### config.mk
export PLATFORM = sky130hd
export DESIGN_NAME = seg7_scan_ctrl
export DESIGN_NICKNAME = d
export VERILOG_FILES = /design/src/rtl/seg7_scan_ctrl_pkg.sv /design/src/rtl/seg7_scan_ctrl_bcd_to_7seg.sv /design/src/rtl/seg7_scan_ctrl.sv
export SDC_FILE = /design/constraint.sdc
export NUM_CORES = 1
export LEC_CHECK = 0
export BUFFER_PORTS_ARGS = -buffer_cell sky130_fd_sc_hd__buf_4
export CAP_MARGIN = 20
export CORE_MARGIN = 2
export CORE_UTILIZATION = 45
export CTS_CLUSTER_DIAMETER = 40
export CTS_CLUSTER_SIZE = 24
export DETAILED_ROUTE_END_ITERATION = 10
export GPL_TIMING_DRIVEN = 0
export HOLD_SLACK_MARGIN = 0.15
export SYNTH_ARGS = -nofsm -noshare
export SYNTH_HDL_FRONTEND = slang
export SYNTH_SLANG_ARGS = --single-unit
### constraint.sdc
create_clock -name i_clk -period 9.09 [get_ports i_clk]
set_clock_uncertainty 0.05 [all_clocks]
set_input_delay 1.818 -clock i_clk [delete_from_list [all_inputs] [get_ports i_clk]]
set_output_delay 1.818 -clock i_clk [all_outputs]
set_load 0.02 [all_outputs]
### src/rtl/seg7_scan_ctrl_pkg.sv
// rtl/seg7_scan_ctrl_pkg.sv - shared constants for the 7-segment scan controller
//
// Purpose: FSM state encoding, blank patterns and the anode select helper.
// Ports:   none (package).
package seg7_scan_ctrl_pkg;

  localparam logic [1:0] ST_OFF   = 2'd0;
  localparam logic [1:0] ST_GAP   = 2'd1;
  localparam logic [1:0] ST_DRIVE = 2'd2;

  localparam logic [6:0] SEG_BLANK = 7'h7F;
  localparam logic [3:0] AN_OFF    = 4'hF;

  // Active-low one-cold anode pattern for digit index i.
  function automatic logic [3:0] an_onehot(input logic [1:0] i);
    logic [3:0] an;
    an    = AN_OFF;
    an[i] = 1'b0;
    return an;
  endfunction

endpackage

### src/rtl/seg7_scan_ctrl_bcd_to_7seg.sv
// rtl/seg7_scan_ctrl_bcd_to_7seg.sv - BCD to active-low gfedcba segment decoder
//
// Purpose: combinational decode of one BCD nibble; nibbles above 9 are blank.
// Ports:   bcd (in, 4)  digit value
//          seg (out, 7) cathodes gfedcba, active low
module seg7_scan_ctrl_bcd_to_7seg
  import seg7_scan_ctrl_pkg::*;
(
  input  logic [3:0] bcd,
  output logic [6:0] seg
);

  always_comb begin
    seg = SEG_BLANK;
    case (bcd)
      4'd0:    seg = 7'b1000000;
      4'd1:    seg = 7'b1111001;
      4'd2:    seg = 7'b0100100;
      4'd3:    seg = 7'b0110000;
      4'd4:    seg = 7'b0011001;
      4'd5:    seg = 7'b0010010;
      4'd6:    seg = 7'b0000010;
      4'd7:    seg = 7'b1111000;
      4'd8:    seg = 7'b0000000;
      4'd9:    seg = 7'b0010000;
      default: seg = SEG_BLANK;
    endcase
  end

endmodule

### src/rtl/seg7_scan_ctrl.sv
// rtl/seg7_scan_ctrl.sv - time-multiplexed 4-digit common-anode display scanner
//
// Purpose: latches BCD digits + dp mask into a pending register, copies them to
//          the active register at each frame start (tear-free), and scans the
//          anodes with a blanking gap at the start of every digit slot.
// Config:  SEG7_LZB_EN - when defined, leading zeros on digits 3..1 are blanked.
// Ports:   i_clk, i_rst (async, active high)
//          i_digits[15:0] BCD digits, [3:0] = rightmost; i_dp_mask[3:0] dp request
//          i_load capture strobe; i_enable scan enable
//          o_seg[6:0] gfedcba active low; o_dp active low; o_an[3:0] active low
//          o_digit_sel[1:0] digit index of the current slot
module seg7_scan_ctrl
  import seg7_scan_ctrl_pkg::*;
#(
  parameter int REFRESH_DIV = 100_000,
  parameter int GAP_CYCLES  = 1_000
) (
  input  logic        i_clk,
  input  logic        i_rst,
  input  logic [15:0] i_digits,
  input  logic [3:0]  i_dp_mask,
  input  logic        i_load,
  input  logic        i_enable,
  output logic [6:0]  o_seg,
  output logic        o_dp,
  output logic [3:0]  o_an,
  output logic [1:0]  o_digit_sel
);

  localparam int CW = $clog2(REFRESH_DIV);
  localparam logic [CW-1:0] CNT_LAST = CW'(REFRESH_DIV - 1);
  localparam logic [CW-1:0] GAP_LAST = CW'(GAP_CYCLES - 1);
  // Every slot starts here; with no gap the slot is lit from its first cycle.
  localparam logic [1:0] ST_START = (GAP_CYCLES == 0) ? ST_DRIVE : ST_GAP;

  logic [1:0]    state;
  logic [CW-1:0] cnt;
  logic [1:0]    idx;
  logic [15:0]   pend_digits, act_digits;
  logic [3:0]    pend_dp, act_dp;

  // First cycle of a digit-0 slot: active is reloaded from pending.
  logic copy_now;
  assign copy_now = (state != ST_OFF) && (cnt == '0) && (idx == 2'd0);

  // Bypass so the output registered on the copy cycle already shows the new
  // frame (matters when the slot is lit from its first cycle).
  logic [15:0] cur_digits;
  logic [3:0]  cur_dp;
  assign cur_digits = copy_now ? pend_digits : act_digits;
  assign cur_dp     = copy_now ? pend_dp     : act_dp;

  logic [3:0] nibble;
  logic [6:0] dec_seg;
  assign nibble = cur_digits[{idx, 2'b00} +: 4];

  seg7_scan_ctrl_bcd_to_7seg u_dec (
    .bcd (nibble),
    .seg (dec_seg)
  );

  logic lzb_blank;
`ifdef SEG7_LZB_EN
  always_comb begin
    lzb_blank = 1'b0;
    case (idx)
      2'd3:    lzb_blank = (cur_digits[15:12] == 4'd0);
      2'd2:    lzb_blank = (cur_digits[15:8]  == 8'd0);
      2'd1:    lzb_blank = (cur_digits[15:4]  == 12'd0);
      default: lzb_blank = 1'b0;
    endcase
  end
`else
  assign lzb_blank = 1'b0;
`endif

  // Gating with i_enable darkens the pins on the same edge that leaves DRIVE.
  logic drive_now, sel_now;
  assign drive_now = i_enable && (state == ST_DRIVE);
  assign sel_now   = i_enable && (state != ST_OFF);

  always_ff @(posedge i_clk or posedge i_rst) begin
    if (i_rst) begin
      state <= ST_OFF;
      cnt   <= '0;
      idx   <= 2'd0;
    end else if (!i_enable) begin
      state <= ST_OFF;
      cnt   <= '0;
      idx   <= 2'd0;
    end else begin
      case (state)
        ST_OFF: begin
          state <= ST_START;
          cnt   <= '0;
          idx   <= 2'd0;
        end
        ST_GAP: begin
          if (cnt == GAP_LAST) state <= ST_DRIVE;
          cnt <= cnt + CW'(1);
        end
        ST_DRIVE: begin
          if (cnt == CNT_LAST) begin
            cnt   <= '0;
            idx   <= idx + 2'd1;
            state <= ST_START;
          end else begin
            cnt <= cnt + CW'(1);
          end
        end
        default: state <= ST_OFF;
      endcase
    end
  end

  always_ff @(posedge i_clk or posedge i_rst) begin
    if (i_rst) begin
      pend_digits <= '0;
      pend_dp     <= '0;
      act_digits  <= '0;
      act_dp      <= '0;
    end else begin
      // A load coinciding with the copy lands in pending; active gets the old one.
      if (i_load) begin
        pend_digits <= i_digits;
        pend_dp     <= i_dp_mask;
      end
      if (copy_now) begin
        act_digits <= pend_digits;
        act_dp     <= pend_dp;
      end
    end
  end

  always_ff @(posedge i_clk or posedge i_rst) begin
    if (i_rst) begin
      o_seg       <= SEG_BLANK;
      o_dp        <= 1'b1;
      o_an        <= AN_OFF;
      o_digit_sel <= 2'd0;
    end else begin
      o_an        <= drive_now ? an_onehot(idx) : AN_OFF;
      o_seg       <= (drive_now && !lzb_blank) ? dec_seg : SEG_BLANK;
      o_dp        <= drive_now ? ~cur_dp[idx] : 1'b1;
      o_digit_sel <= sel_now ? idx : 2'd0;
    end
  end

endmodule

# --- Word-level counts from Yosys, hierarchy flattened ---
# Memory sizes are Yosys's and may differ from the RTL's.
# Cells that the tools add are included.
op_classes:
  reduce_logical: 11
  n_lt_le_gt_ge: 2
  add_sub_neg: 2
  bitwise: 2
  shifts: 1
  n_eq_ne: 8
  mux: 20
op_table:
  columns: ["cell", "n"]
  rows:
  - ["case mux 17 bit (3 select lines)", 1]
  - ["2-to-1 mux 17 bit", 2]
  - ["adder 17 x 1 -> 17 bit, second input constant", 1]
  - ["== test 17 x 10 -> 1 bit, second input constant", 1]
  - ["== test 17 bit, second input constant", 1]
  - ["logical NOT 17 bit", 1]
  - ["2-to-1 mux 16 bit", 1]
  - ["indexed part select 16 x 5 -> 4 bit", 1]
  - ["2-to-1 mux 2 bit", 6]
  - ["2-to-1 mux 4 bit", 2]
  - ["2-to-1 mux 7 bit", 1]
  - ["case mux 2 bit (3 select lines)", 1]
  - ["logical AND 1 bit", 5]
  - ["logical NOT 2 bit", 2]
  - ["inequality test 4 x 1 -> 1 bit, second input constant", 1]
  - ["inverter 4 bit", 1]
  - ["case mux 2 bit (2 select lines)", 1]
  - ["AND reduction 2 bit", 2]
  - ["< comparator 2 x 3 -> 1 bit, second input constant", 1]
  - ["2-to-1 mux 1 bit", 3]
  - ["inequality test 3 x 1 -> 1 bit, second input constant", 1]
  - ["inequality test 3 x 2 -> 1 bit, second input constant", 1]
  - ["inequality test 3 bit, second input constant", 1]
  - ["adder 2 x 1 -> 2 bit, second input constant", 1]
  - ["other kinds (7)", 7]
totals:
  word_cells: 58
  romBits: 112
  out_inout_bits: 14
  mem_count: 1
  inputBits: 24
  register_bits: 75
mem_list:
  columns: ["memory", "words", "width", "rd", "rd_ports_with_merged_regs", "write_ports", "line_no", "text"]
  rows:
  - ["(no name shown)", 16, 7, 1, 0, 0, "seg7_scan_ctrl_bcd_to_7seg.sv:15", "case (bcd)"]

# --- Depth between registers and ports, before layout ---
# Gate-level depths: netlist of run 1.
depth:
  depth_word: 8
  depth_mapped: 14
  depth_no_buf: 12

# --- By module ---
# A second synthesis of run 1 with hierarchy kept.
unflattened:
  cells_unflattened: 309
  area_unflattened_um2: 3682.3
modules_own_cells:
  columns: ["mod", "seq_area_each_um2", "area_each_um2", "cells_per_inst", "n_inst"]
  rows:
  - ["seg7_scan_ctrl", 1891.8, 3472.1, 276, 1]
  - ["seg7_scan_ctrl_bcd_to_7seg", 0.0, 210.2, 33, 1]

# --- Worst setup path after synthesis of run 1 ---
# No wires, ideal clock.
synth_timing:
  path_kind: "reg2reg"
  from: "register idx[0]"
  to: "register o_seg[4]"
  n_path_buf: 2
  t_arrival_ns: 3.203
  setup_slack_ns: 5.749
  setup_time_ns: 0.088
  stages_incl_launch_ff: 15
  period_less_slack_ns: 3.341
  cell_sequence: "dfrtp_1 > inv_1 > ha_1 > or4bb_1 > nor3_1 > and3_1 > buf_4 > buf_12 > mux2_2 > mux4_2 > inv_1 > ha_1 > inv_1 > nor4b_1 > nor3_1"
synth_via:
  elab_chain_len: 6
synth_lines:
  columns: ["item", "line_no", "text"]
  rows:
  - ["from (decl)", "seg7_scan_ctrl.sv:38", "logic [1:0] idx;"]
  - ["from (signal assigned)", "seg7_scan_ctrl.sv:105", "idx <= idx + 2'd1;"]
  - ["logical NOT 2 bit", "seg7_scan_ctrl.sv:44", "assign copy_now = (state != ST_OFF) && (cnt == '0) && (idx == 2'd0);"]
  - ["logical AND 1 bit", "seg7_scan_ctrl.sv:44", null]
  - ["2-to-1 mux 16 bit", null, null]
  - ["via cur_digits[1]", "seg7_scan_ctrl.sv:48", "logic [15:0] cur_digits;"]
  - ["indexed part select 16 x 5 -> 4 bit", "seg7_scan_ctrl.sv:55", "assign nibble = cur_digits[{idx, 2'b00} +: 4];"]
  - ["memory read (16 x 7 bit)", null, null]
  - ["2-to-1 mux 7 bit", "seg7_scan_ctrl.sv:143", "o_seg <= (drive_now && !lzb_blank) ? dec_seg : SEG_BLANK;"]
  - ["to (signal assigned)", "seg7_scan_ctrl.sv:143", null]
  - ["to (decl)", "seg7_scan_ctrl.sv:24", "output logic [6:0] o_seg,"]
# The timed path passes the listed nets, and every way through them passes these cells.
# A chain may end at the register's enable or synchronous reset.

# --- Worst setup path in the final report of run 1 ---
layout_timing:
  from: "register idx[0]"
  to: "register o_seg[4]"
layout_via:
  elab_chain_len: 6
layout_lines:
  columns: ["item", "line_no"]
  rows:
  - ["logical NOT 2 bit", "seg7_scan_ctrl.sv:44"]
  - ["logical AND 1 bit", "seg7_scan_ctrl.sv:44"]
  - ["2-to-1 mux 16 bit", null]
  - ["indexed part select 16 x 5 -> 4 bit (*)", "seg7_scan_ctrl.sv:55"]
  - ["memory read (16 x 7 bit) (*)", null]
  - ["2-to-1 mux 7 bit (*)", "seg7_scan_ctrl.sv:143"]
# Mark *: on every way between the ends. The rest lies on a longest branch, timed or not.

==> flow_metrics.tcl, run 1 <==
set metrics [dict create \
    outcome "completed" \
    crit_start_category "flop" \
    critical_path_peak_fanout 10 \
    fin_tns_setup_ps 0 \
    post_route_cells_drive_above_1_share_pct 36.2 \
    synth_compound_area_share_pct 5.39 \
    clk_latency_ps 360 \
    post-route-worst-setup-slack_ps 5210 \
    reg2reg_slack_ps 5210 \
    rsz0062_at_grt "no" \
    syn2layout_area_growth_pct 19.4 \
    max_stage_delay_ps 510 \
    floorplan.rows 32 \
    critical_path_buf_inv_count 5 \
    dp.final_hpwl_mm 4.45 \
    clkPwrFrac_pct 26.5 \
    netSwitchingPower_uw 374 \
    yosys.area_share.simple_pct 11.6 \
    max-slew-margin-rel_pct 35.9 \
    rr_worst_depth 14 \
    number_of_nets_produced_by_synthesis 315 \
    synthXorXnorAreaFrac_pct 2.52 \
    die_h_um 92.0 \
    postSynth.asyncResetShare_pct 100 \
    grt_pass1_vias 2303 \
    period_minus_slack_ps 3880 \
    report.final.slew_viol_count 0 \
    timing.critical_path.cells "inv_1, ha_1, or4bb_1, nor3_1, and3_1, buf_4, buf_12, buf_2, mux4_2, mux2i_1, ha_1, inv_1, nor4b_1, nor3_1" \
    nFillCells 673 \
    setup_violations 0 \
    antenna_cells 0 \
    synthDistinctLibCells 46 \
    synthTopCellsByArea "sky130_fd_sc_hd__dfrtp_1 45%, sky130_fd_sc_hd__mux2_2 13%, sky130_fd_sc_hd__dfstp_2 9.1%" \
    cp_data_arrival_time_ps 4110 \
    wl_mm 6.24 \
    hold_path.class "reg2reg" \
    post_drt_via_cell_ratio 5.16 \
    synth_top_area_share_pct 45.3 \
    synth_top_family_by_area "multiplexers" \
    hold_violations 0 \
    worst_ep_required_time_ps 9310 \
    mappedNetlistArea_sq_um 3480 \
    drc_violations_left 0 \
    power_density_nw_per_um2 285 \
    cts-root-buf "sky130_fd_sc_hd__clkbuf_8" \
    htree_levels 3 \
    route.antenna.remaining_nets 0 \
    synth_warnings 0 \
    grt.total_usage_pct 16.9 \
    switching_share_pct 31.5 \
    setup.worst_path.end "o_seg[4]$_DFF_PP1_" \
    placeableCoreArea_sq_um 7610 \
    finish.net_count 363 \
    cts.repair.resized 0 \
    critical_path_depth 14 \
    first_pass_grt_wire_length_mm 11.1 \
    yosys.area_share.adder_pct 5.39 \
    synthesis.instances 276 \
    final_core_utilization_pct 54.7 \
    vdd_ir_drop_max_mv 0.114 \
    ports 38 \
    floorplan.die.width_um 92.0 \
    synth.cells.most_frequent "63 x sky130_fd_sc_hd__dfrtp_1, 39 x sky130_fd_sc_hd__mux2_2, 21 x sky130_fd_sc_hd__nor2_1, 17 x sky130_fd_sc_hd__nand2_1, 15 x sky130_fd_sc_hd__ha_1" \
    synth_area_per_cell_sq_um 12.6 \
    clk_pin_slew_worst_paths_ps 80 \
    cts_max_path_buffers 2 \
    count_of_flip_flops_with_a_built_in_enable_after_synthesis 0 \
    p_int_uw 812 \
    cp-startpoint "idx[0]$_DFFE_PP0P_" \
    fmax_ghz 0.258 \
    ffs_latches_synth 75 \
    synth_flop_cell "sky130_fd_sc_hd__dfrtp_1" \
    synthMostInstantiatedCell "sky130_fd_sc_hd__dfrtp_1" \
    pin_count_of_the_biggest_net_entering_global_routing 53 \
    cts.hold.buffers_added 0 \
    initial_antenna_violation_count 0 \
    tritoncts "yes" \
    globalplace.congestion 0.746 \
    timing.critical_path.max_delay_family "simple AND/OR/NAND/NOR gates" \
    wl_per_cell_um 14.5 \
    worst-slew-pin-transition_ps 955 \
    reg2reg_from "idx[0]$_DFFE_PP0P_" \
    initial_core_util_pct 45.8 \
    drt-pass1-iter-count 4 \
    share_comb_of_total_power_pct 37.0 \
    synth_seq_area_share_pct 54.3 \
    design.die.area_sq_um 8460 \
    io_buffer_count 36 \
    pre_cts_slack_ps 5200 \
    share_of_synthesized_area_spent_on_multiplexers_pct 17.8 \
    critPathCaptureType "flop" \
    worstSetupPathType "reg2reg" \
    leakagePower_uw 0.00179 \
    globalRouteOverflowTotal 0 \
    detailroute.via_count 2222 \
    sequentialPowerShare_pct 36.5 \
    synth.largest_area_cell "sky130_fd_sc_hd__dfrtp_1" \
    total_cts_buffers 9 \
    drv.max_cap_violation_count 0 \
    period_share_pct 42.7 \
    cts_setup_buffers 0 \
    drt_iter0_markers 115 \
    cts.sink_count 75 \
    critical_path.slowest_cell "sky130_fd_sc_hd__dfrtp_1" \
    r2r_end "o_seg[4]$_DFF_PP1_" \
]
[cell usage in the layout, fill, tap and decap left out, types with 4 or more instances in the layout]
| cell | synthesis | routed |
|---|---|---|
| sky130_fd_sc_hd__a21oi_1 | 6 | 6 |
| sky130_fd_sc_hd__and3_1 | 5 | 5 |
| sky130_fd_sc_hd__nor2_1 | 21 | 21 |
| sky130_fd_sc_hd__inv_1 | 11 | 10 |
| sky130_fd_sc_hd__dfstp_2 | 12 | 12 |
| sky130_fd_sc_hd__mux2_2 | 39 | 39 |
| sky130_fd_sc_hd__clkbuf_8 | 0 | 9 |
| sky130_fd_sc_hd__mux4_2 | 6 | 6 |
| sky130_fd_sc_hd__dfrtp_1 | 63 | 63 |
| sky130_fd_sc_hd__clkbuf_1 | 4 | 4 |
| sky130_fd_sc_hd__o21ai_0 | 12 | 12 |
| sky130_fd_sc_hd__xnor2_1 | 6 | 6 |
| sky130_fd_sc_hd__buf_4 | 1 | 37 |
| sky130_fd_sc_hd__ha_1 | 15 | 15 |
| sky130_fd_sc_hd__nand3_1 | 6 | 6 |
| sky130_fd_sc_hd__nand2_1 | 17 | 17 |
| sky130_fd_sc_hd__nor4b_1 | 4 | 4 |
| sky130_fd_sc_hd__nor3_1 | 4 | 4 |
| sky130_fd_sc_hd__xor2_1 | 4 | 4 |
[layout make-up]
class                      instances  area (sq um)  share of cell area (%)
multi-input combinational        181          1490                    35.8
clock buffer                       9           124                    2.98
sequential                        75          1890                    45.5
buffer                             8          58.8                    1.41
timing repair buffer              37           298                    7.16
tap                              102           128                    3.07
clock inverter                     7           124                    2.98
inverter                          12          47.5                    1.14
[per-layer routing]
layer  part of all wire (%)  global-route usage [%]  up-vias
met4                    1.9                    7.09        0
met3                    3.4                    4.35       11
met5                      0                       0        -
met2                     47                    25.7       33
li1                       -                       -     1070
met1                     48                    23.2     1108
[worst min path at each step]
stage / start / end / slack, ps / cells after the start
after floorplan: act_digits[7]$_DFF_PP0_ / act_digits[7]$_DFF_PP0_ / 420 / 1
after global placement: act_digits[10]$_DFF_PP0_ / act_digits[10]$_DFF_PP0_ / 430 / 1
after detailed placement: act_digits[10]$_DFF_PP0_ / act_digits[10]$_DFF_PP0_ / 430 / 1
after CTS: act_digits[10]$_DFF_PP0_ / act_digits[10]$_DFF_PP0_ / 450 / 1
after global routing: act_digits[7]$_DFF_PP0_ / act_digits[7]$_DFF_PP0_ / 460 / 1
final: act_digits[11]$_DFF_PP0_ / act_digits[11]$_DFF_PP0_ / 450 / 1
[registers in the layout, summed over array words and instances (netlist names)]
| register | flops |
|---|---|
| cnt | 17 |
| act_digits | 16 |
| pend_digits | 16 |
| o_seg | 7 |
| act_dp | 4 |
| o_an | 4 |
| pend_dp | 4 |
| idx | 2 |
| o_digit_sel | 2 |
| state | 2 |
| o_dp | 1 |
[power by group through the flow]
stage	sequential (uW)	combinational, uW	clock (uW)
4_1_cts	434	447	321
3_5_place_dp	441	445	0
5_1_grt	443	486	339
6_report	433	439	315
2_1_floorplan	441	342	0
3_3_place_gp	438	434	0
[logic make-up (layout without fill, tap and decap cells)]
logic type               after synthesis  count (layout)
AND/OR/NAND/NOR                       76              76
multiplexers                          49              49
adder cells (fa/ha/maj)               15              15
flip-flops                            75              75
buffers and inverters                 20              73
XOR/XNOR                              10              10
AO/OA/AOI/OAI                         31              31
[stage by stage]
| step | std cells | total power [uW] | instance area [sq um] | hold WS (ps) |
|---|---|---|---|---|
| floorplan | 276 | 782 | 3480 | 415 |
| global placement | 414 | 872 | 3880 | 429 |
| CTS | 431 | 1200 | 4160 | 454 |
| finish | 431 | 1190 | 4160 | 449 |
| detailed placement | 415 | 886 | 3910 | 434 |
| global route | 431 | 1270 | 4160 | 461 |
Note: power is estimated with default switching activity, not from simulation.
==> inputs of run 2 (changes only) <==
--- a/config.mk
+++ b/config.mk
@@ -5,6 +5,7 @@
 export SDC_FILE = /design/constraint.sdc
 export NUM_CORES = 1
 export LEC_CHECK = 0
+export ABC_AREA = 1
 export BUFFER_PORTS_ARGS = -buffer_cell sky130_fd_sc_hd__buf_4
 export CAP_MARGIN = 20
 export CORE_MARGIN = 2
@@ -14,6 +15,7 @@
 export DETAILED_ROUTE_END_ITERATION = 10
 export GPL_TIMING_DRIVEN = 0
 export HOLD_SLACK_MARGIN = 0.15
+export PLACE_DENSITY = 0.66
 export SYNTH_ARGS = -nofsm -noshare
 export SYNTH_HDL_FRONTEND = slang
 export SYNTH_SLANG_ARGS = --single-unit
==> constraint.sdc (replaced) <==
create_clock -name i_clk -period 3.3 [get_ports i_clk]
set_clock_uncertainty 0.05 [all_clocks]
set_input_delay 0.66 -clock i_clk [delete_from_list [all_inputs] [get_ports i_clk]]
set_output_delay 0.66 -clock i_clk [all_outputs]
set_load 0.02 [all_outputs]
==> run 2 against run 1 <==
Via count rose by 39%. Area after synthesis increased by 14%. Flip-flop and latch count unchanged. Sequential share of layout area fell by 4.6 points. Clock power increased to 2.6 times the previous value. Fmax is 28% higher. Setup slack lost 4900 ps. Largest cell class unchanged.
==> flow_metrics.tcl, run 2 <==
set metrics [dict create \
    drv.max_cap_violation_count 0 \
    cts.hold.buffers_added 0 \
    vdd_ir_drop_max_mv 0.365 \
    largest_reg_flops 17 \
    synthDistinctLibCells 35 \
    tritoncts "yes" \
    report.final.slew_viol_count 0 \
    total_cts_buffers 9 \
    rsz0062_at_grt "no" \
    critical_path_buf_inv_count 4 \
    biggestRegsByFlops "cnt x17, act_digits x16, pend_digits x16" \
    synth_flop_cell "sky130_fd_sc_hd__dfrtp_1" \
    clk_pin_slew_worst_paths_ps 80 \
    leakagePower_uw 0.00219 \
    critPathCaptureType "flop" \
    globalRouteOverflowTotal 0 \
    mappedNetlistArea_sq_um 3970 \
    post_dp_cell_area_sq_um 4400 \
    htree_levels 3 \
    reg2reg_slack_ps 270 \
    switching_share_pct 40.4 \
    p_int_uw 2130 \
    initial_core_util_pct 46.0 \
    syn2layout_area_growth_pct 16.6 \
    worstSetupPathType "reg2reg" \
    max_stage_delay_ps 410 \
    synth_top_area_share_pct 39.7 \
    max-slew-margin-rel_pct 66.1 \
    r2r_end "o_seg[3]$_DFF_PP1_" \
    drt_iter0_markers 109 \
    critical_path_depth 17 \
    fmax_ghz 0.330 \
    pin_count_of_the_biggest_net_entering_global_routing 62 \
    layout_commonest_cell "sky130_fd_sc_hd__nand2_1" \
    sequentialPowerShare_pct 33.0 \
    wl_per_cell_um 13.0 \
    first_pass_grt_wire_length_mm 14.1 \
    cp_data_arrival_time_ps 3250 \
    reg2reg_from "idx[1]$_DFFE_PP0P_" \
    floorplan.rows 34 \
    dp.final_hpwl_mm 5.90 \
    globalplace.congestion 0.826 \
    critical_path_peak_fanout 10 \
    route.antenna.remaining_nets 0 \
    period_share_pct 92.0 \
    die_h_um 97.9 \
    antenna_cells 0 \
    grt_pass1_vias 3074 \
    rr_worst_depth 17 \
    clk_latency_ps 350 \
    count_of_flip_flops_with_a_built_in_enable_after_synthesis 0 \
    synth_seq_area_share_pct 47.7 \
    netSwitchingPower_uw 1440 \
    mostFrequentLayoutCells "94 x sky130_fd_sc_hd__nand2_1, 63 x sky130_fd_sc_hd__inv_1, 63 x sky130_fd_sc_hd__dfrtp_1" \
    grt.total_usage_pct 18.1 \
    outcome "completed" \
    setup_violations 0 \
    synthMostInstantiatedCell "sky130_fd_sc_hd__nand2_1" \
    synth_warnings 0 \
    drc_violations_left 0 \
    wl_mm 8.12 \
    crit_start_category "flop" \
    post_route_cells_drive_above_1_share_pct 22.4 \
    final_core_utilization_pct 53.6 \
    layout.cell_area.non_filler_sq_um 4630 \
    floorplan.die.width_um 97.9 \
    hold_violations 0 \
    critical_path.slowest_cell "sky130_fd_sc_hd__dfrtp_1" \
    hold_path.class "in2async" \
    timing.critical_path.cells "clkbuf_2, clkinvlp_4, ha_1, inv_1, nor2_2, nand2_1, nor2_4, nand2_4, buf_6, nand2_1, nand3_1, nand3_1, nand2_1, ha_1, nand3_1, nand3_1, nand3_2" \
    cts.sink_count 75 \
    worst-slew-pin-transition_ps 508 \
    post_drt_via_cell_ratio 4.92 \
    cts-root-buf "sky130_fd_sc_hd__clkbuf_8" \
    synthTopCellsByArea "sky130_fd_sc_hd__dfrtp_1 40%, sky130_fd_sc_hd__nand2_1 8.9%, sky130_fd_sc_hd__dfstp_2 7.9%" \
    placeableCoreArea_sq_um 8640 \
    postSynth.asyncResetShare_pct 100 \
    timing.critical_path.max_delay_family "simple AND/OR/NAND/NOR gates" \
    finish.net_count 552 \
    synth.largest_area_cell "sky130_fd_sc_hd__dfrtp_1" \
    worst_path_most_repeated_cell "sky130_fd_sc_hd__nand3_1" \
    share_comb_of_total_power_pct 44.4 \
    detailroute.via_count 3078 \
    period_minus_slack_ps 3030 \
    initial_antenna_violation_count 0 \
    io_buffer_count 35 \
    drt-pass1-iter-count 4 \
    cts_max_path_buffers 2 \
    ports 38 \
    synth_area_per_cell_sq_um 8.52 \
    design.die.area_sq_um 9590 \
    ffs_latches_synth 75 \
    synth.cells.most_frequent "94 x sky130_fd_sc_hd__nand2_1, 64 x sky130_fd_sc_hd__inv_1, 63 x sky130_fd_sc_hd__dfrtp_1, 53 x sky130_fd_sc_hd__nand3_1, 27 x sky130_fd_sc_hd__o21ai_0" \
    worst_ep_required_time_ps 3520 \
    power_density_nw_per_um2 772 \
    number_of_nets_produced_by_synthesis 505 \
    synthesis.instances 466 \
    clkPwrFrac_pct 22.6 \
    regMostFlops "cnt" \
]
[run 2: area by class of cell]
| type | instances | area, sq um |
|---|---|---|
| Sequential cell | 75 | 1890 |
| Inverter | 70 | 269 |
| Tap cell | 108 | 135 |
| Clock buffer | 9 | 124 |
| Multi-Input combinational cell | 307 | 1730 |
| Fill cell | 817 | 4010 |
| Clock inverter | 7 | 100 |
| Buffer | 14 | 90.1 |
| Timing Repair Buffer | 36 | 290 |
[run 2: cell families after synthesis]
family	count (synthesis)	share of synthesized area [%]
muxes	2	0.567
AOI/OAI and AO/OA	43	5.67
and+or+nand+nor	241	31.2
xor gates and xnor gates	6	1.32
buffers and inverters	84	8.80
DFF	75	47.7
adders and majority gates	15	4.73
[run 2: how the worst max path moves through the flow]
stage | from | to | slack [ps]
after floorplan | i_rst | act_digits[0]$_DFF_PP0_ | 700
after global placement | i_rst | pend_digits[10]$_DFFE_PP0P_ | -250
after detailed placement | idx[1]$_DFFE_PP0P_ | o_seg[5]$_DFF_PP1_ | 30
after CTS | idx[1]$_DFFE_PP0P_ | o_seg[5]$_DFF_PP1_ | 3
after global routing | idx[1]$_DFFE_PP0P_ | o_seg[3]$_DFF_PP1_ | 10
final | idx[1]$_DFFE_PP0P_ | o_seg[3]$_DFF_PP1_ | 270
[run 2: through the flow]
stage                     cells  TNS, ps  hold slack (ps)  worst slack [ps]  power, uW
after floorplan             466        0              414               700       2420
after global placement      609   -15720              445              -253       2730
after detailed placement    610        0              449              27.2       2770
after CTS                   626        0              183              3.46       3590
after global routing        626        0              190              12.5       3860
final                       626        0              181               265       3570
[run 2: worst register-to-register path, delay by kind of cell, from the launching register on]
family	cells	cell delay, ps
adder cells (fa/ha/maj)	2	520
buffers and inverters	4	690
flip-flops	1	410
AND/OR/NAND/NOR	11	1290
[run 2: power by group through the flow]
| stage | sequential [uW] | combinational [uW] | clock [uW] |
|---|---|---|---|
| 4_1_cts | 1180 | 1590 | 818 |
| 3_3_place_gp | 1190 | 1540 | 0 |
| 2_1_floorplan | 1210 | 1220 | 0 |
| 5_1_grt | 1200 | 1790 | 868 |
| 3_5_place_dp | 1200 | 1580 | 0 |
| 6_report | 1180 | 1590 | 805 |
[run 2: timing repair]
item,4_1_cts,5_1_grt
setup endpoints to repair,0,7
buffers inserted,0,0
resized for setup,0,4
[run 2: per-layer routing]
layer	up-vias	GRT usage, %	part of all wire (%)
met2	67	29.0	46
met4	0	6.84	1.9
met3	13	2.86	4.3
met5	-	0	0
met1	1428	25.0	47
li1	1570	-	-
